### src/rtl/wishbone_bus_if.sv
// -----------------------------------------------------------------------------
// wishbone_bus_if
//   Bridges the OpenMIPS MEM-stage load/store request onto a single-master
//   Wishbone-style data bus. Each request is registered onto the bus. The
//   pipeline is held through stall_o until the slave acks. Load data is kept
//   in a read buffer until the pipeline moves on. A pipeline flush aborts any
//   access that is still in flight.
//
//   Optional feature: define BUS_TIMEOUT_EN to enable the BUSY watchdog. The
//   watchdog ends a bus cycle after TIMEOUT un-acked BUSY cycles. It then
//   returns zero load data and pulses bus_err_o.
//
// Ports
//   clk, rst       clock (rising edge), asynchronous active-low reset
//   cpu_ce_i       MEM-stage access request
//   cpu_we_i       1 = store, 0 = load
//   cpu_addr_i     byte address
//   cpu_sel_i      byte lanes
//   cpu_data_i     store data
//   cpu_data_o     registered load data (read buffer)
//   stall_i        pipeline frozen by ctrl
//   flush_i        exception flush, abort in-flight access
//   stall_o        stall request to ctrl
//   wb_*_o         bus address / write data / we / sel / stb / cyc
//   wb_data_i      bus read data
//   wb_ack_i       slave acknowledge
//   bus_err_o      one-cycle timeout pulse (tied 0 without BUS_TIMEOUT_EN)
//   dbg_state      current FSM state (0 IDLE, 1 BUSY, 2 DONE)
//
// Handshake: a bus transfer is in progress while wb_cyc_o & wb_stb_o are
// high. The slave completes it by raising wb_ack_i for one cycle. The CPU side
// has no ready signal of its own. It simply waits while stall_o is high.
// -----------------------------------------------------------------------------
module wishbone_bus_if #(
   parameter int ADDR_W  = 32,
   parameter int DATA_W  = 32,
   parameter int SEL_W   = DATA_W / 8,
   parameter int TIMEOUT = 255
) (
   input  logic              clk,
   input  logic              rst,
   input  logic              cpu_ce_i,
   input  logic              cpu_we_i,
   input  logic [ADDR_W-1:0] cpu_addr_i,
   input  logic [SEL_W-1:0]  cpu_sel_i,
   input  logic [DATA_W-1:0] cpu_data_i,
   output logic [DATA_W-1:0] cpu_data_o,
   input  logic              stall_i,
   input  logic              flush_i,
   output logic              stall_o,
   output logic [ADDR_W-1:0] wb_addr_o,
   output logic [DATA_W-1:0] wb_data_o,
   output logic              wb_we_o,
   output logic [SEL_W-1:0]  wb_sel_o,
   output logic              wb_stb_o,
   output logic              wb_cyc_o,
   input  logic [DATA_W-1:0] wb_data_i,
   input  logic              wb_ack_i,
   output logic              bus_err_o,
   output logic [1:0]        dbg_state
);

   typedef enum logic [1:0] {
      IDLE = 2'd0,
      BUSY = 2'd1,
      DONE = 2'd2
   } state_t;

   state_t            state;
   state_t            state_nxt;
   logic              accept;      // request registered onto the bus this edge
   logic              ack_take;    // slave ack completes the cycle this edge
   logic              abort_busy;  // flush kills the in-flight cycle this edge
   logic              timeout_hit; // watchdog ends the cycle this edge
   logic [DATA_W-1:0] rd_buf;

`ifdef BUS_TIMEOUT_EN
   localparam logic [7:0] TIMEOUT_LAST = 8'(TIMEOUT - 1);

   logic [7:0] to_cnt;
   logic       bus_err_q;

   // The counter is cleared on BUSY entry and advances once per BUSY cycle
   // without an ack. The cycle in which it steps onto TIMEOUT is the last one.
   always_ff @(posedge clk or negedge rst) begin
      if (!rst) begin
         to_cnt <= '0;
      end else if (accept) begin
         to_cnt <= '0;
      end else if (state == BUSY && !wb_ack_i) begin
         to_cnt <= to_cnt + 8'd1;
      end
   end

   // An ack and a flush both take priority over the watchdog.
   assign timeout_hit = (state == BUSY) && !flush_i && !wb_ack_i &&
                        (to_cnt == TIMEOUT_LAST);

   always_ff @(posedge clk or negedge rst) begin
      if (!rst) begin
         bus_err_q <= 1'b0;
      end else begin
         bus_err_q <= timeout_hit;
      end
   end

   assign bus_err_o = bus_err_q;
`else
   assign timeout_hit = 1'b0;
   assign bus_err_o   = 1'b0;
`endif

   always_ff @(posedge clk or negedge rst) begin
      if (!rst) begin
         state <= IDLE;
      end else begin
         state <= state_nxt;
      end
   end

   always_comb begin
      state_nxt  = state;
      accept     = 1'b0;
      ack_take   = 1'b0;
      abort_busy = 1'b0;
      stall_o    = 1'b0;
      case (state)
         IDLE: begin
            // Stall immediately so the MEM stage holds while the request
            // is being registered onto the bus. Acks in IDLE belong to an
            // aborted cycle and are ignored.
            stall_o = cpu_ce_i & ~flush_i;
            if (cpu_ce_i && !flush_i) begin
               accept    = 1'b1;
               state_nxt = BUSY;
            end
         end
         BUSY: begin
            stall_o = 1'b1;
            if (flush_i) begin
               abort_busy = 1'b1;
               state_nxt  = IDLE;
            end else if (wb_ack_i) begin
               ack_take  = 1'b1;
               state_nxt = DONE;
            end else if (timeout_hit) begin
               state_nxt = DONE;
            end
         end
         DONE: begin
            // Hold here until the pipeline advances. This keeps the same
            // instruction from being issued a second time.
            if (flush_i || !stall_i) begin
               state_nxt = IDLE;
            end
         end
         default: state_nxt = IDLE;
      endcase
      // The comb term must also read 0 while reset is asserted.
      if (!rst) begin
         stall_o = 1'b0;
      end
   end

   // Bus-side registers. The address, data and sel values stay on the bus
   // after a cycle ends. Only cyc, stb and we are cleared.
   always_ff @(posedge clk or negedge rst) begin
      if (!rst) begin
         wb_addr_o <= '0;
         wb_data_o <= '0;
         wb_we_o   <= 1'b0;
         wb_sel_o  <= '0;
         wb_stb_o  <= 1'b0;
         wb_cyc_o  <= 1'b0;
         rd_buf    <= '0;
      end else begin
         if (accept) begin
            wb_addr_o <= cpu_addr_i;
            wb_data_o <= cpu_data_i;
            wb_we_o   <= cpu_we_i;
            wb_sel_o  <= cpu_sel_i;
            wb_stb_o  <= 1'b1;
            wb_cyc_o  <= 1'b1;
         end else if (ack_take || abort_busy || timeout_hit) begin
            wb_we_o  <= 1'b0;
            wb_stb_o <= 1'b0;
            wb_cyc_o <= 1'b0;
         end
         if (ack_take && !wb_we_o) begin
            rd_buf <= wb_data_i;
         end else if (timeout_hit) begin
            rd_buf <= '0;
         end
      end
   end

   assign cpu_data_o = rd_buf;
   assign dbg_state  = state;

endmodule

### config.mk
export PLATFORM = sky130hd
export DESIGN_NAME = wishbone_bus_if
export DESIGN_NICKNAME = d
export VERILOG_FILES = /design/src/rtl/wishbone_bus_if.sv
export SDC_FILE = /design/constraint.sdc
export NUM_CORES = 1
export LEC_CHECK = 0
export ABC_AREA = 1
export BUFFER_PORTS_ARGS = -buffer_cell sky130_fd_sc_hd__buf_4
export CAP_MARGIN = 0
export CORE_ASPECT_RATIO = 1.1
export CORE_UTILIZATION = 40
export DETAILED_ROUTE_END_ITERATION = 7
export PLACE_DENSITY = 0.75
export RECOVER_POWER = 100
export SLEW_MARGIN = 25
export SYNTH_ARGS = -nofsm -noshare
export SYNTH_HDL_FRONTEND = slang
export SYNTH_SLANG_ARGS = --single-unit
### constraint.sdc
create_clock -name clk -period 1.1 [get_ports clk]
set_clock_uncertainty 0.05 [all_clocks]
set_input_delay 0.055 -clock clk [delete_from_list [all_inputs] [get_ports clk]]
set_output_delay 0.055 -clock clk [all_outputs]
set_load 0.05 [all_outputs]
==> results.txt <==
Status: finished, violations left
Failing checks: DRC, setup timing
CTS Sinks: 104
DR iter-0 viols: 267
Mapped Cells: 457
Startpoint Class: flop
Max Buffers Root-to-Sink: 2
Static leakage: 0.00429 µW
Yosys warning total: 0
Max-slew violations: 0
Crit path DAT: 1.76 ns
Die Area: 10500 µm²
DR WL/cell: 17.4 µm
ANT nets after route: 0
Commonest non-fill, non-tap cell in the layout: nand2_1
Drt drc: 31
Met2 Track Usage GR: 52.2%
Fraction of final layout cells sized beyond drive strength 1: 41.9%
CP Capture Type: flop
Core ar.: 9840 µm²
CTS tree: done
Port buffer count: 212
Nets: 906
Final Power: 14900 µW
I/O pins: 214
Final WL: 16.0 mm
Synth area leader: dfrtp_1
Pwr Density: 1890 nW/µm²
Area Growth Syn to Fin: 95.3%
Grt ovf: 0
Crit path buffers/inverters: 5
Via Count: 4595
R2R depth: 9
Worst path required time: 1.34 ns
Final Hold Violating Endpoints: 0
Max-cap violations: 0
Fmax: 659 MHz
Worst hold path class: in2reg
Syn_area_per_cell: 8.84 µm²
Total negative slack: -32.98 ns
Clock H-tree levels: 3
CP Cell Sequence: nor2_4, buf_6, inv_4, nor2_4, buf_12, buf_12, buf_16, nand2_2, nand2_1
Synth area leaders: dfrtp_1 64%, nand2_1 26%, nand3_1 4.3%, buf_2 1.9%, buf_4 1.1%
First-pass GRT wire length: 23.4 mm
Worst Slack Setup Final: -0.417 ns
Synthesized Nets: 564
Main synth FF type: dfrtp_1
Distinct cell type count after synthesis: 16
Starting density of the core: 41.1%
Die W: 97.8 µm
Crit Path Class: reg2reg
Largest net degree at the start of global routing: 105
RSZ-0062 raised after global routing: true
Period minus WS final: 1.52 ns
Peak supply drop: 1100 µV
Critical path depth in cells: 9
Initial antenna violation count: 0
Drt pass-1 iters: 8
Share of the synthesized area in the top cell type: 64.4%
Routed vias/inst: 4.97
Worst slew pin tran: 0.584 ns
EDFF count, synth: 0
Vias in the first global route: 4734
Root Buffer: clkbuf_8
Routability cong.: 0.749
CTS buffer count: 9
Vert. Die Dim: 107 µm
M1 GR Usage: 31.8%
Clock Pin Slew Worst Setup and Hold Paths: 0.09 ns
Asr flop ratio synth: 100%
R2R setup slack: -0.42 ns
Clock Latency Late Sink: 0.36 ns
Cell Area, Synth: 4040 µm²
Worst path max stage delay: 0.44 ns
Final setup violation count: 107
Hold Path Depth: 3
Post-route insts no fill: 924
Seq/Total Area, Yosys: 64.4%
Post-detail-place hpwl: 7.79 mm
Gr usage total: 29.0%
FF+latch count, synth: 104
Grt met3 use: 6.43%
Final period utilization: 138%
Family with the most delay on the worst path: buffers and inverters
Most frequent cells in the layout: 214 x nand2_1, 208 x buf_4, 105 x dlygate4sd3_1, 101 x dfrtp_1, 41 x nand2_2
Max FO, Critical Path: 5
Slew HR: 61.1%
Placed Cells: 777
# diodes: 0
GR peak layer: met2
Slowest CP cell: dfrtp_2
Rows: 38
## cell usage after synthesis, types with 2 or more instances
library cell and instances:
buf_2 15, buf_4 6, clkbuf_1 3, dfrtp_1 104, inv_1 4, inv_2 2, nand2_1 277, nand3_1 35
nor2_1 2, nor2_2 2, o21ai_0 2
## area by class of cell
type                    count  area [µm²]
fillers                   551        1950
flip-flops and latches    104        2610
multi-input cells         322        1600
repair buffers            356        3360
well taps                 120         150
clock inverters             1        5.00
clock buffers              15         146
inverters                   6        25.0
## through the flow
stage               setup WS, ns  util, %  hold slack [ns]  cell area [µm²]
floorplan                 -0.209        -           -0.291             4100
global route              -0.500     80.2           0.0184             7890
detailed placement        -0.206     59.6            0.148             5870
finish                    -0.417     80.2           0.0371             7890
CTS                       -0.410     76.9          0.00462             7570
global placement          -0.145     59.6            0.148             5870
## state kept, by name, summed over array words and instances, names as in the netlist
signal	count
wb_addr_o	32
wb_we_o	1
dbg_state	2
cpu_data_o	32
wb_cyc_o	1
wb_data_o	32
wb_sel_o	4
## what timing repair did
item                                    CTS  global route
resized for setup                        30            96
hold buffers                            105             0
buffers inserted                         12             8
pin swaps                                 5            25
cloned                                    9             2
endpoints found under the setup margin  109           116
endpoints found under the hold margin   207             0
## tightest hold or removal path: cells and delay by family
kind / cells / cell delay (ns)
compound gates: 1 / 0.10
buf+inv: 1 / 0.12
simple gates: 1 / 0.12
## power by group
group | switching [µW] | internal [µW]
clock | 1210 | 830
sequential | 591 | 4740
combinational | 5040 | 2480
## cells by family after synthesis
group / after synthesis / share of synthesized area (%)
AND/OR/NAND/NOR: 318 / 31.0
flip-flops: 104 / 64.4
buffers and inverters: 31 / 4.09
AO/OA/AOI/OAI: 3 / 0.434
other: 1 / 0.0928
## metal layers
| metal | vias up | part of all wire, % | wire, µm |
|---|---|---|---|
| li1 | 2085 | - | - |
| met3 | 54 | 7.1 | 1140 |
| met1 | 2229 | 36 | 5800 |
| met5 | - | 0 | 0 |
| met4 | 0 | 4.0 | 639 |
| met2 | 227 | 53 | 8470 |
## final timing paths
check,from,endpoint
max,dbg_state[1],wb_data_o[21]
max reg2reg,dbg_state[1],wb_data_o[21]
min,wb_ack_i,dbg_state[1]
min reg2reg,wb_data_o[31],wb_data_o[31]
min in group asynchronous,rst,wb_addr_o[1]
max in group asynchronous,rst,wb_we_o
Note: power is estimated with default switching activity, not from simulation.
